**src/rtl/gate_fault_frame_scheduler.sv**
```systemverilog
// ---------------------------------------------------------------------------
// gate_fault_frame_scheduler
//
// Sequences one logic frame for a bank of fault-capable gates. A frame first
// pulses logic_reset to clear gate state. It then shares the single
// fault-trigger line between REQ_COUNT requesters in round-robin order, one
// grant per cycle. A frame ends after SETTLE_CYCLES quiet cycles. At most
// MAX_GRANTS fault pulses are issued per frame. Requests beyond that limit
// are dropped and flagged through the sticky overflow output.
//
// Ports
//   clk          in   1          clock, rising edge
//   reset        in   1          synchronous active-high, clears all state
//   frame_start  in   1          starts a frame when idle, ignored while busy
//   req          in   REQ_COUNT  level fault requests
//   logic_reset  out  1          one-cycle pulse in the CLEAR cycle
//   fault_pulse  out  1          one-cycle fault pulse, equals |grant
//   grant        out  REQ_COUNT  one-hot acknowledge of the served requester
//   busy         out  1          high from CLEAR through DONE
//   frame_done   out  1          one-cycle pulse in the DONE cycle
//   overflow     out  1          sticky, a request was dropped this frame
//
// All outputs come straight from flops. The state-decoded outputs are loaded
// from the next state, so they line up with the state register cycle for
// cycle.
// ---------------------------------------------------------------------------
module gate_fault_frame_scheduler #(
   parameter int REQ_COUNT     = 4,
   parameter int SETTLE_CYCLES = 2,
   parameter int MAX_GRANTS    = 8
) (
   input  logic                 clk,
   input  logic                 reset,
   input  logic                 frame_start,
   input  logic [REQ_COUNT-1:0] req,
   output logic                 logic_reset,
   output logic                 fault_pulse,
   output logic [REQ_COUNT-1:0] grant,
   output logic                 busy,
   output logic                 frame_done,
   output logic                 overflow
);

   localparam int PTR_W  = (REQ_COUNT > 1) ? $clog2(REQ_COUNT) : 1;
   localparam int GCNT_W = $clog2(MAX_GRANTS + 1);
   localparam int SCNT_W = $clog2(SETTLE_CYCLES + 1);

   localparam logic [GCNT_W-1:0] MAX_G       = GCNT_W'(MAX_GRANTS);
   localparam logic [SCNT_W-1:0] SETTLE_LOAD = SCNT_W'(SETTLE_CYCLES);
   localparam logic [SCNT_W-1:0] SCNT_ONE    = SCNT_W'(1);
   localparam logic [PTR_W-1:0]  PTR_LAST    = PTR_W'(REQ_COUNT - 1);

   typedef enum logic [2:0] {
      ST_IDLE   = 3'd0,
      ST_CLEAR  = 3'd1,
      ST_EVAL   = 3'd2,
      ST_SETTLE = 3'd3,
      ST_DONE   = 3'd4
   } state_t;

   state_t                 state_q, state_d;
   logic [REQ_COUNT-1:0]   pending_q, pending_d;
   logic [PTR_W-1:0]       rr_ptr_q, rr_ptr_d;
   logic [GCNT_W-1:0]      gcnt_q, gcnt_d;
   logic [SCNT_W-1:0]      scnt_q, scnt_d;
   logic                   overflow_q, overflow_d;
   logic [REQ_COUNT-1:0]   grant_q, grant_d;
   logic                   fault_pulse_q, fault_pulse_d;
   logic                   logic_reset_q, logic_reset_d;
   logic                   busy_q, busy_d;
   logic                   frame_done_q, frame_done_d;

   logic [REQ_COUNT-1:0]   eff;
   logic [PTR_W-1:0]       winner;
   logic [REQ_COUNT-1:0]   winner_oh;
   logic                   grants_left;

   // First set bit of vec, scanning upward from start and wrapping at
   // REQ_COUNT. When vec is empty the result is unused by the caller.
   function automatic logic [PTR_W-1:0] rr_pick(
      input logic [REQ_COUNT-1:0] vec,
      input logic [PTR_W-1:0]     start
   );
      logic [PTR_W-1:0] pick;
      logic             found;
      int               idx;
      pick  = start;
      found = 1'b0;
      for (int i = 0; i < REQ_COUNT; i++) begin
         idx = int'(start) + i;
         if (idx >= REQ_COUNT) begin
            idx = idx - REQ_COUNT;
         end
         if (!found && vec[idx[PTR_W-1:0]]) begin
            pick  = idx[PTR_W-1:0];
            found = 1'b1;
         end
      end
      return pick;
   endfunction

   // ------------------------------------------------------------------
   // Next-state and next-output logic
   // ------------------------------------------------------------------
   always_comb begin
      // Live requests are merged with the ones still owed from earlier cycles.
      eff         = pending_q | req;
      winner      = rr_pick(eff, rr_ptr_q);
      winner_oh   = REQ_COUNT'(1) << winner;
      grants_left = (gcnt_q < MAX_G);

      state_d    = state_q;
      pending_d  = pending_q;
      rr_ptr_d   = rr_ptr_q;
      gcnt_d     = gcnt_q;
      scnt_d     = scnt_q;
      overflow_d = overflow_q;
      grant_d    = '0;

      case (state_q)
         ST_IDLE: begin
            if (frame_start) begin
               state_d = ST_CLEAR;
            end
         end

         ST_CLEAR: begin
            pending_d  = req;
            gcnt_d     = '0;
            overflow_d = 1'b0;
            state_d    = ST_EVAL;
         end

         ST_EVAL: begin
            if (eff == '0) begin
               scnt_d  = SETTLE_LOAD;
               state_d = ST_SETTLE;
            end else if (grants_left) begin
               grant_d   = winner_oh;
               pending_d = eff & ~winner_oh;
               rr_ptr_d  = (winner == PTR_LAST) ? '0 : winner + 1'b1;
               gcnt_d    = gcnt_q + 1'b1;
            end else begin
               // Grant budget spent: drop everything still owed and wind down.
               overflow_d = 1'b1;
               pending_d  = '0;
               scnt_d     = SETTLE_LOAD;
               state_d    = ST_SETTLE;
            end
         end

         ST_SETTLE: begin
            if ((req != '0) && grants_left) begin
               pending_d = req;
               state_d   = ST_EVAL;
            end else begin
               // A request with no budget left is dropped, but it must not
               // keep the frame alive, so the countdown still runs.
               if (req != '0) begin
                  overflow_d = 1'b1;
               end
               if (scnt_q <= SCNT_ONE) begin
                  state_d = ST_DONE;
               end else begin
                  scnt_d = scnt_q - 1'b1;
               end
            end
         end

         ST_DONE: begin
            state_d = ST_IDLE;
         end

         default: begin
            state_d = ST_IDLE;
         end
      endcase

      // Outputs decoded from the next state so each flop shows the state
      // it belongs to in the same cycle as the state register.
      fault_pulse_d = |grant_d;
      logic_reset_d = (state_d == ST_CLEAR);
      busy_d        = (state_d != ST_IDLE);
      frame_done_d  = (state_d == ST_DONE);
   end

   // ------------------------------------------------------------------
   // State and output registers
   // ------------------------------------------------------------------
   always_ff @(posedge clk) begin
      if (reset) begin
         state_q       <= ST_IDLE;
         pending_q     <= '0;
         rr_ptr_q      <= '0;
         gcnt_q        <= '0;
         scnt_q        <= '0;
         overflow_q    <= 1'b0;
         grant_q       <= '0;
         fault_pulse_q <= 1'b0;
         logic_reset_q <= 1'b0;
         busy_q        <= 1'b0;
         frame_done_q  <= 1'b0;
      end else begin
         state_q       <= state_d;
         pending_q     <= pending_d;
         rr_ptr_q      <= rr_ptr_d;
         gcnt_q        <= gcnt_d;
         scnt_q        <= scnt_d;
         overflow_q    <= overflow_d;
         grant_q       <= grant_d;
         fault_pulse_q <= fault_pulse_d;
         logic_reset_q <= logic_reset_d;
         busy_q        <= busy_d;
         frame_done_q  <= frame_done_d;
      end
   end

   assign logic_reset = logic_reset_q;
   assign fault_pulse = fault_pulse_q;
   assign grant       = grant_q;
   assign busy        = busy_q;
   assign frame_done  = frame_done_q;
   assign overflow    = overflow_q;

endmodule

```
**config.mk**
```make
export PLATFORM = sky130hd
export DESIGN_NAME = gate_fault_frame_scheduler
export DESIGN_NICKNAME = d
export VERILOG_FILES = /design/src/rtl/gate_fault_frame_scheduler.sv
export SDC_FILE = /design/constraint.sdc
export NUM_CORES = 1
export LEC_CHECK = 0
export ABC_AREA = 1
export BUFFER_PORTS_ARGS = -buffer_cell sky130_fd_sc_hd__buf_2
export CAP_MARGIN = 10
export CORE_UTILIZATION = 45
export DETAILED_ROUTE_END_ITERATION = 10
export HOLD_SLACK_MARGIN = 0.15
export MAX_ROUTING_LAYER = met4
export PLACE_DENSITY_LB_ADDON = 0.12
export RECOVER_POWER = 100
export SYNTH_ARGS = -nofsm -noshare
export SYNTH_HDL_FRONTEND = slang
export SYNTH_SLANG_ARGS = --single-unit
```
**constraint.sdc**
```tcl
create_clock -name clk -period 2.1 [get_ports clk]
set_input_delay 0.105 -clock clk [delete_from_list [all_inputs] [get_ports clk]]
set_output_delay 0.105 -clock clk [all_outputs]
set_load 0.01 [all_outputs]
```
; ---- Word-level counts from Yosys, hierarchy flattened
; Cells that the tools add are included.
[word_totals]
regBits = 24
latch_bits = 0
ram_bits = 0
mem_bits_ro = 0
in_bits = 7
out_inout_bits = 9
wordCells = 116
memories = 0
[classes]
add_sub_neg = 10
multipliers = 0
div_mod_pow = 0
order_cmp = 10
n_eq_ne = 14
n_shift = 1
n_mux = 46
bitwise_logic = 4
n_reduce_logical = 20
[ops]
columns = cell, count
row1 = 4-bit 2-to-1 mux, 8
row2 = 2-bit 2-to-1 mux, 13
row3 = 3-bit 2-to-1 mux, 5
row4 = 2-bit != test (second input constant), 7
row5 = 2-bit by 3-bit < comparator with 1-bit output (second input constant), 4
row6 = 3-bit one-hot mux with 4 select lines, 1
row7 = 4-bit one-hot mux with 3 select lines, 1
row8 = 1-bit 2-to-1 mux, 11
row9 = 2-bit by 1-bit subtractor with 2-bit output (second input constant), 5
row10 = 3-bit >= comparator (second input constant), 3
row11 = 3-bit AND reduction, 3
row12 = 1-bit binary-select mux with 2-bit select, 4
row13 = 4-bit one-hot mux with 2 select lines, 1
row14 = 2-bit by 2-bit adder with 3-bit output (second input constant), 2
row15 = 3-bit by 1-bit equality test with 1-bit output (second input constant), 2
row16 = 3-bit by 2-bit equality test with 1-bit output (second input constant), 2
row17 = 3-bit nonzero test, 2
row18 = 5-bit AND reduction, 1
row19 = 4-bit by 1-bit adder with 4-bit output (second input constant), 1
row20 = 4-bit bitwise AND, 1
row21 = 1-bit logical AND, 4
row22 = 4-bit zero test, 1
row23 = 4-bit < comparator (second input constant), 1
row24 = 4-bit inverter, 1
row25 = other kinds (18), 21

; ---- Longest topological paths before layout
; Gate-level depths: netlist (run 1).
[depth]
word_depth = 20
mapped_depth = 18
ltp_nobuf = 17

; ---- Worst setup path after synthesis (run 1)
; No wires, ideal clock.
[synth_path]
kind = register to register
from = reg rr_ptr_q[0]
to = reg pending_q[2]
setup_ns = 0.123
arrival_time_ns = 1.717
required_time_ns = 1.977
path_slack_ns = 0.260
stages_incl_launch_ff = 17
path_buffers = 1
period_less_slack_ns = 1.840
cell_sequence = dfxtp_1 -> buf_6 -> inv_4 -> nand2_1 -> nand2_1 -> nand2_1 -> nand2_1 -> nand3_1 -> nand3_1 -> nand2_1 -> a21oi_1 -> ha_1 -> inv_1 -> o21ai_0 -> o22ai_1 -> o21ai_1 -> a21oi_1
[synth_via]
elab_chain_cells = 20
word_cells_on_any_way = 42
classes_between = add/sub: 7 / order compare: 4 / shift: 1 / mux: 22 / bitwise: 2 / reduce/logical: 6
[synth_rtl]
columns = element, line_no
row1 = start: declaration, 63  ; logic [PTR_W-1:0] rr_ptr_q, rr_ptr_d;
row2 = start signal: assignment, 206  ; rr_ptr_q <= rr_ptr_d;
row3 = "parallel branches: the longest is 13 deep, another holds 2-bit by 1-bit adder with 3-bit output", n/a
row4 = 2-bit 2-to-1 mux *, 94  ; if (!found && vec[idx[PTR_W-1:0]]) begin
row5 = 1-bit by 2-bit left shift with 4-bit output *, 109  ; winner_oh = REQ_COUNT'(1) << winner;
row6 = 4-bit inverter *, 140  ; pending_d = eff & ~winner_oh;
row7 = 4-bit bitwise AND *, 140
row8 = 4-bit 2-to-1 mux *, 138  ; end else if (grants_left) begin
row9 = 4-bit 2-to-1 mux *, 135  ; if (eff == '0) begin
row10 = 4-bit one-hot mux with 3 select lines *, 120  ; case (state_q)
row11 = end signal: assignment, 205  ; pending_q <= pending_d;
row12 = end: declaration, 62  ; logic [REQ_COUNT-1:0] pending_q, pending_d;
; Every way passes the cells marked *. The select of a mux whose other input is x is not followed.
; A chain may end at the register's enable or synchronous reset.

; ---- Final worst setup path (run 1)
; Same ends and word-level chain as after synthesis.

==> flow_metrics.py, run 1 <==
metrics = {
    "finish": {
        "fin_cells": 257,
        "layout_commonest_cell": "nand2_1",
        "drive_gt1_share_pct": 38.1,
        "area_growth_pct": 35.5,
        "layout_common_cells": "28 x nand2_1, 19 x inv_1, 18 x nand2_2, 18 x dfxtp_1, 13 x a21oi_1",
        "fillers": 251,
        "diodes": 0,
        "finalNetCount": 240,
    },
    "detailed_routing": {
        "firstDrtPassIters": 7,
        "antenna_left": 0,
        "avgRoutedWirePerCell_um": 13.5,
        "drtIter0Drc": 62,
        "drt_wl_total_mm": 3.47,
        "num_vias": 1365,
        "viasPerCell": 5.31,
        "drcViolationCount": 6,
    },
    "placed_design": {
        "hpwl_mm": 2.28,
        "pre_cts_ws_ns": -0.0754,
        "port_buffers": 15,
        "placed_cells": 246,
        "gp_congestion": 0.991,
    },
    "logic_synthesis": {
        "syn_area_um2": 1350,
        "avgSynthCellArea_um2": 6.92,
        "synth-seq-cells": 24,
        "yosysUniqueCellTypes": 28,
        "synth_nets": 208,
        "synth_edf_count": 0,
        "async_flop_share_pct": 0,
        "yosysWarnings": 0,
        "synth_flop_cell": "dfxtp_1",
        "yosysSeqAreaShare_pct": 35.6,
        "netlist_instances": 195,
    },
    "worst_setup_path": {
        "endpoint": "pending_q[2]",
        "end_kind": "flip-flop",
        "worstPathArrival_ns": 2.21,
        "critPathLaunch": "rr_ptr_q[0]",
        "worstRegToRegCells": 15,
        "rrSetupSlack_ns": 0.09,
        "r2r_start": "rr_ptr_q[0]",
        "crit_type": "reg -> reg",
        "startpoint_type": "flip-flop",
        "crit_fanout": 8,
        "r2r-end": "pending_q[2]",
        "crit_required_ns": 2.31,
    },
    "clocking": {
        "worstSkewPairLatency_ns": 0.32,
        "cts_tree": "yes",
        "cts_buffers": 3,
        "path_clk_slew_ns": 0.12,
        "root_buffer": "clkbuf_4",
        "clock-sinks": 24,
        "cts-htree-levels": 1,
        "clockBufferDepth": 2,
    },
    "timing": {
        "hold_violations": 0,
        "layout_min_cycle_time_ns": 2.01,
        "post-route-period-util_pct": 95.5,
        "skew_ns": 0.0166,
        "max_freq_ghz": 0.499,
        "worst_slew_pin_slew_ns": 0.266,
        "setup_tns_ns": 0,
        "rsz0062_at_grt": "yes",
        "setup_viol": 0,
        "hold_slack_ns": 0.269,
        "maxSlewViolCount": 0,
        "max-slew-margin-rel_pct": 82.2,
        "fin_ws_ns": 0.0940,
    },
    "run_status": {
        "violations": "DRC",
        "status": "finished, violations left",
    },
    "floorplanning": {
        "start_util_pct": 48.1,
        "io_pins": 16,
        "fp.dieH_um": 56.8,
        "core-area_um2": 2810,
        "die_w_um": 56.8,
        "die_area_um2": 3220,
        "rows": 19,
    },
    "pwr": {
        "leakagePower_nw": 0.824,
        "ir_drop_v": 0.000634,
        "p_per_area_nw_per_um2": 975,
    },
    "global_routing": {
        "grt_overflow": 0,
        "grt_pass1_vias": 1159,
        "grt_usage_pct": 20.8,
        "antenna_found_initial": 0,
        "grt_max_degree": 15,
        "grt_pass1_wl_mm": 5.05,
    },
    "flow_run": {
        "drv_cap": 0,
    },
    "worst_hold_path": {
        "min_path_type": "in -> reg",
    },
}
## layout make-up
type,count,area [µm²],share of cell area [%]
Sequential cell,24,493,26.9
Clock buffer,3,22.5,1.23
Tap cell,31,38.8,2.12
Multi-Input combinational cell,141,956,52.3
Clock inverter,1,30.0,1.64
Inverter,28,113,6.16
Timing Repair Buffer,29,176,9.64
## worst min-delay path by stage
stage	start	to	slack [ns]	cells past startpoint
floorplan	reset	grant[0]	0.18	1
global placement	frame_start	logic_reset	0.39	3
detailed placement	frame_start	logic_reset	0.39	3
CTS	req[2]	pending_q[2]	0.26	5
global route	req[3]	pending_q[3]	0.27	5
finish	req[2]	pending_q[2]	0.27	5
## flip-flops by register name (all words and copies together) (netlist names)
name,cells
gcnt_q,4
grant,4
pending_q,4
state_q,3
rr_ptr_q,2
scnt_q,2
busy,1
fault_pulse,1
frame_done,1
logic_reset,1
overflow,1
## stage by stage
| stage | utilization [%] | instance area (µm²) | power, mW |
|---|---|---|---|
| final | 65.2 | 1830 | 1.78 |
| after global routing | 65.2 | 1830 | 1.89 |
| after CTS | 56.8 | 1590 | 1.47 |
| after detailed placement | 53.5 | 1500 | 1.13 |
| after global placement | 53.5 | 1500 | 1.12 |
| after floorplan | - | 1350 | 0.961 |
## what timing repair did
action	in CTS	in global routing
endpoints found under the setup margin	4	8
gates resized for setup	4	67
pin swaps	0	24
hold endpoints to repair	11	0
hold buffers	3	0
buffers inserted	0	4
## logic make-up after synthesis
| logic type | after synthesis | synth area share (%) |
|---|---|---|
| xor+xnor | 1 | 0.649 |
| compound gates | 37 | 15.8 |
| buf+inv | 30 | 9.08 |
| flops | 24 | 35.6 |
| simple gates | 97 | 33.3 |
| fa+ha+maj | 6 | 5.56 |
## worst max-delay path, cell delays in order (launching register included)
cell and delay, ns:
dfxtp_4 0.41, inv_8 0.11, nand2_2 0.07, nand2_4 0.07, nand3_2 0.08, nand2_4 0.09
nand3_2 0.10, nand3_1 0.11, nand2_2 0.09, a21oi_4 0.20, ha_2 0.21, inv_2 0.05
o21ai_2 0.05, o22ai_1 0.08, o21ai_1 0.12, a21oi_1 0.05
## where the power goes
part,leakage (nW),internal [mW],switching (mW)
sequential,0.199,0.514,0.0529
combinational,0.597,0.355,0.526
clock,0.0279,0.193,0.142
## layer usage
layer | track usage [%] | vias up | share of wire [%]
met5 | - | - | 0
met4 | 4.18 | 0 | 0.38
met3 | 4.61 | 2 | 7.4
met2 | 31.5 | 44 | 46
met1 | 28.6 | 625 | 46
li1 | - | 694 | -
## Yosys cell counts (4+ instances only)
| library cell | instances | area share, % |
|---|---|---|
| a21oi_1 | 14 | 5.2 |
| dfxtp_1 | 24 | 36 |
| ha_1 | 6 | 5.6 |
| inv_1 | 25 | 7.0 |
| nand2_1 | 47 | 13 |
| nand2_2 | 8 | 3.7 |
| nand3_1 | 9 | 3.3 |
| nand4_1 | 4 | 1.9 |
| nor2_1 | 15 | 4.2 |
| nor2_2 | 4 | 1.9 |
| nor3_1 | 5 | 1.9 |
| o21ai_0 | 10 | 3.7 |
| o21ai_1 | 4 | 1.5 |
| o22ai_1 | 4 | 1.9 |
Note: power is estimated with default switching activity, not from simulation.
==> inputs of run 2 (changes only) <==
--- a/config.mk
+++ b/config.mk
@@ -8,7 +8,9 @@
 export ABC_AREA = 1
 export BUFFER_PORTS_ARGS = -buffer_cell sky130_fd_sc_hd__buf_2
 export CAP_MARGIN = 10
-export CORE_UTILIZATION = 45
+export CELL_PAD_IN_SITES_DETAIL_PLACEMENT = 0
+export CELL_PAD_IN_SITES_GLOBAL_PLACEMENT = 1
+export CORE_UTILIZATION = 40
 export DETAILED_ROUTE_END_ITERATION = 10
 export HOLD_SLACK_MARGIN = 0.15
 export MAX_ROUTING_LAYER = met4
==> flow_metrics.py, run 2 (synthesized netlist as in run 1, its figures left out) <==
metrics = {
    "run_status": {
        "status": "finished clean",
    },
    "clocking": {
        "cts_tree": "yes",
        "root_buffer": "clkbuf_4",
        "path_clk_slew_ns": 0.12,
        "worstSkewPairLatency_ns": 0.31,
        "cts_buffers": 3,
        "cts-htree-levels": 1,
        "clock-sinks": 24,
        "clockBufferDepth": 2,
    },
    "worst_setup_path": {
        "worstRegToRegCells": 16,
        "crit_type": "reg -> reg",
        "worstPathArrival_ns": 2.25,
        "crit_required_ns": 2.31,
        "rrSetupSlack_ns": 0.05,
        "startpoint_type": "flip-flop",
        "crit_fanout": 8,
        "end_kind": "flip-flop",
        "r2r-end": "pending_q[1]",
        "r2r_start": "rr_ptr_q[0]",
    },
    "finish": {
        "layout_commonest_cell": "nand2_1",
        "area_growth_pct": 34.8,
        "multiInputGateArea_um2": 948,
        "regArea_um2": 493,
        "utilization_pct": 58.2,
        "fillers": 308,
        "diodes": 0,
        "layout_common_cells": "27 x nand2_1, 22 x inv_1, 19 x nand2_2",
        "drive_gt1_share_pct": 36.3,
        "finalNetCount": 241,
    },
    "worst_hold_path": {
        "hold_depth": 5,
        "min_path_type": "in -> reg",
        "hold_start": "req[1]",
        "min_to": "pending_q[1]",
    },
    "pwr": {
        "p_per_area_nw_per_um2": 885,
        "leakagePower_nw": 0.815,
        "combPwrFrac_pct": 52.7,
        "clkPwrFrac_pct": 12.0,
        "power.switching_uw": 681,
        "p_int_uw": 929,
        "ir_drop_v": 0.000520,
        "p_total_mw": 1.61,
        "seq_power_share_pct": 35.3,
        "p_sw_share_pct": 42.3,
    },
    "detailed_routing": {
        "drt_wl_total_mm": 3.28,
        "firstDrtPassIters": 4,
        "num_vias": 1358,
        "avgRoutedWirePerCell_um": 12.1,
        "viasPerCell": 5.03,
        "drcViolationCount": 0,
        "drtIter0Drc": 49,
        "antenna_left": 0,
    },
    "timing": {
        "layout_min_cycle_time_ns": 2.05,
        "hold_violations": 0,
        "max_freq_ghz": 0.488,
        "skew_ns": 0.00843,
        "post-route-period-util_pct": 97.5,
        "setup_tns_ns": 0,
        "rsz0062_at_grt": "yes",
        "maxSlewViolCount": 0,
        "setup_viol": 0,
        "max-slew-margin-rel_pct": 82.4,
        "worst_slew_pin_slew_ns": 0.262,
    },
    "global_routing": {
        "grt_pass1_vias": 1080,
        "grt_overflow": 0,
        "grt_max_degree": 15,
        "grt_usage_pct": 18.6,
        "grt_pass1_wl_mm": 4.81,
        "antenna_found_initial": 0,
    },
    "floorplanning": {
        "start_util_pct": 43.2,
        "die_area_um2": 3610,
        "core-area_um2": 3130,
        "fp.dieH_um": 60.1,
        "die_w_um": 60.1,
        "io_pins": 16,
        "rows": 20,
    },
    "placed_design": {
        "gp_congestion": 0.981,
        "hpwl_mm": 2.34,
        "port_buffers": 15,
    },
    "flow_run": {
        "drv_cap": 0,
    },
}
-- run 2: cell count changes in the layout (fill, tap and decap cells not counted), moves of 2 or more --
cell	previous run	this run
inv_1	19	22
inv_2	8	3
inv_4	0	2
o21ai_0	7	9
o21ai_2	2	0
-- run 2: area by class of cell --
cell class | count | share of cell area (%)
multi-input cells | 141 | 52.1
inverters | 28 | 6.46
clock buffers | 3 | 1.24
well taps | 44 | 3.02
repair buffers | 30 | 10.1
flip-flops and latches | 24 | 27.1
-- run 2: stage by stage --
step	setup slack [ns]	instance area (µm²)	std cells	hold slack, ns
finish	0.0522	1820	270	0.265
global route	-0.0513	1820	270	0.266
CTS	0.00187	1590	266	0.257
detailed placement	-0.106	1530	260	0.389
global placement	-0.0426	1530	260	0.392
floorplan	0.260	1350	195	0.182
-- run 2: metal layers --
metal  global-route usage [%]  vias to the layer above  part of all wire (%)
li1                         -                      694                     -
met1                     27.0                      632                    51
met2                     26.0                       30                    44
met3                     3.90                        2                   4.8
met4                     3.99                        0                  0.46
met5                        -                        -                     0
-- run 2: timing repair --
item / 4_1_cts / 5_1_grt
hold endpoints to repair: 6 / 0
gates cloned: 0 / 0
pin swaps: 1 / 26
hold buffers: 3 / 0
setup endpoints to repair: 6 / 10
resized for setup: 4 / 63
buffers inserted: 0 / 4
-- run 2: power by group through the flow --
stage	clock [mW]	combinational [mW]	sequential (mW)
floorplan	0	0.407	0.554
global placement	0	0.604	0.555
detailed placement	0	0.598	0.557
CTS	0.203	0.612	0.549
global route	0.220	0.940	0.574
finish	0.193	0.849	0.568
-- run 2: worst max-delay path by stage --
stage	startpoint	endpoint	slack (ns)	cells past startpoint
floorplan	rr_ptr_q[0]	pending_q[2]	0.26	16
global placement	rr_ptr_q[0]	pending_q[2]	-0.04	16
detailed placement	rr_ptr_q[0]	pending_q[3]	-0.11	16
CTS	pending_q[0]	pending_q[1]	0.002	16
global route	rr_ptr_q[0]	pending_q[0]	-0.05	16
finish	rr_ptr_q[0]	pending_q[1]	0.05	16
-- run 2: worst max-delay path, stage by stage, from the launching register on --
cell,delay [ns]
dfxtp_4,0.45
inv_8,0.07
nand2_2,0.09
nand2_4,0.06
nand3_2,0.08
nand2_4,0.07
a21oi_4,0.16
nand2_4,0.11
nor2_4,0.15
inv_1,0.07
nand2_2,0.11
ha_4,0.14
inv_1,0.05
o21ai_0,0.07
o22ai_1,0.09
o21ai_1,0.12
a21oi_1,0.05
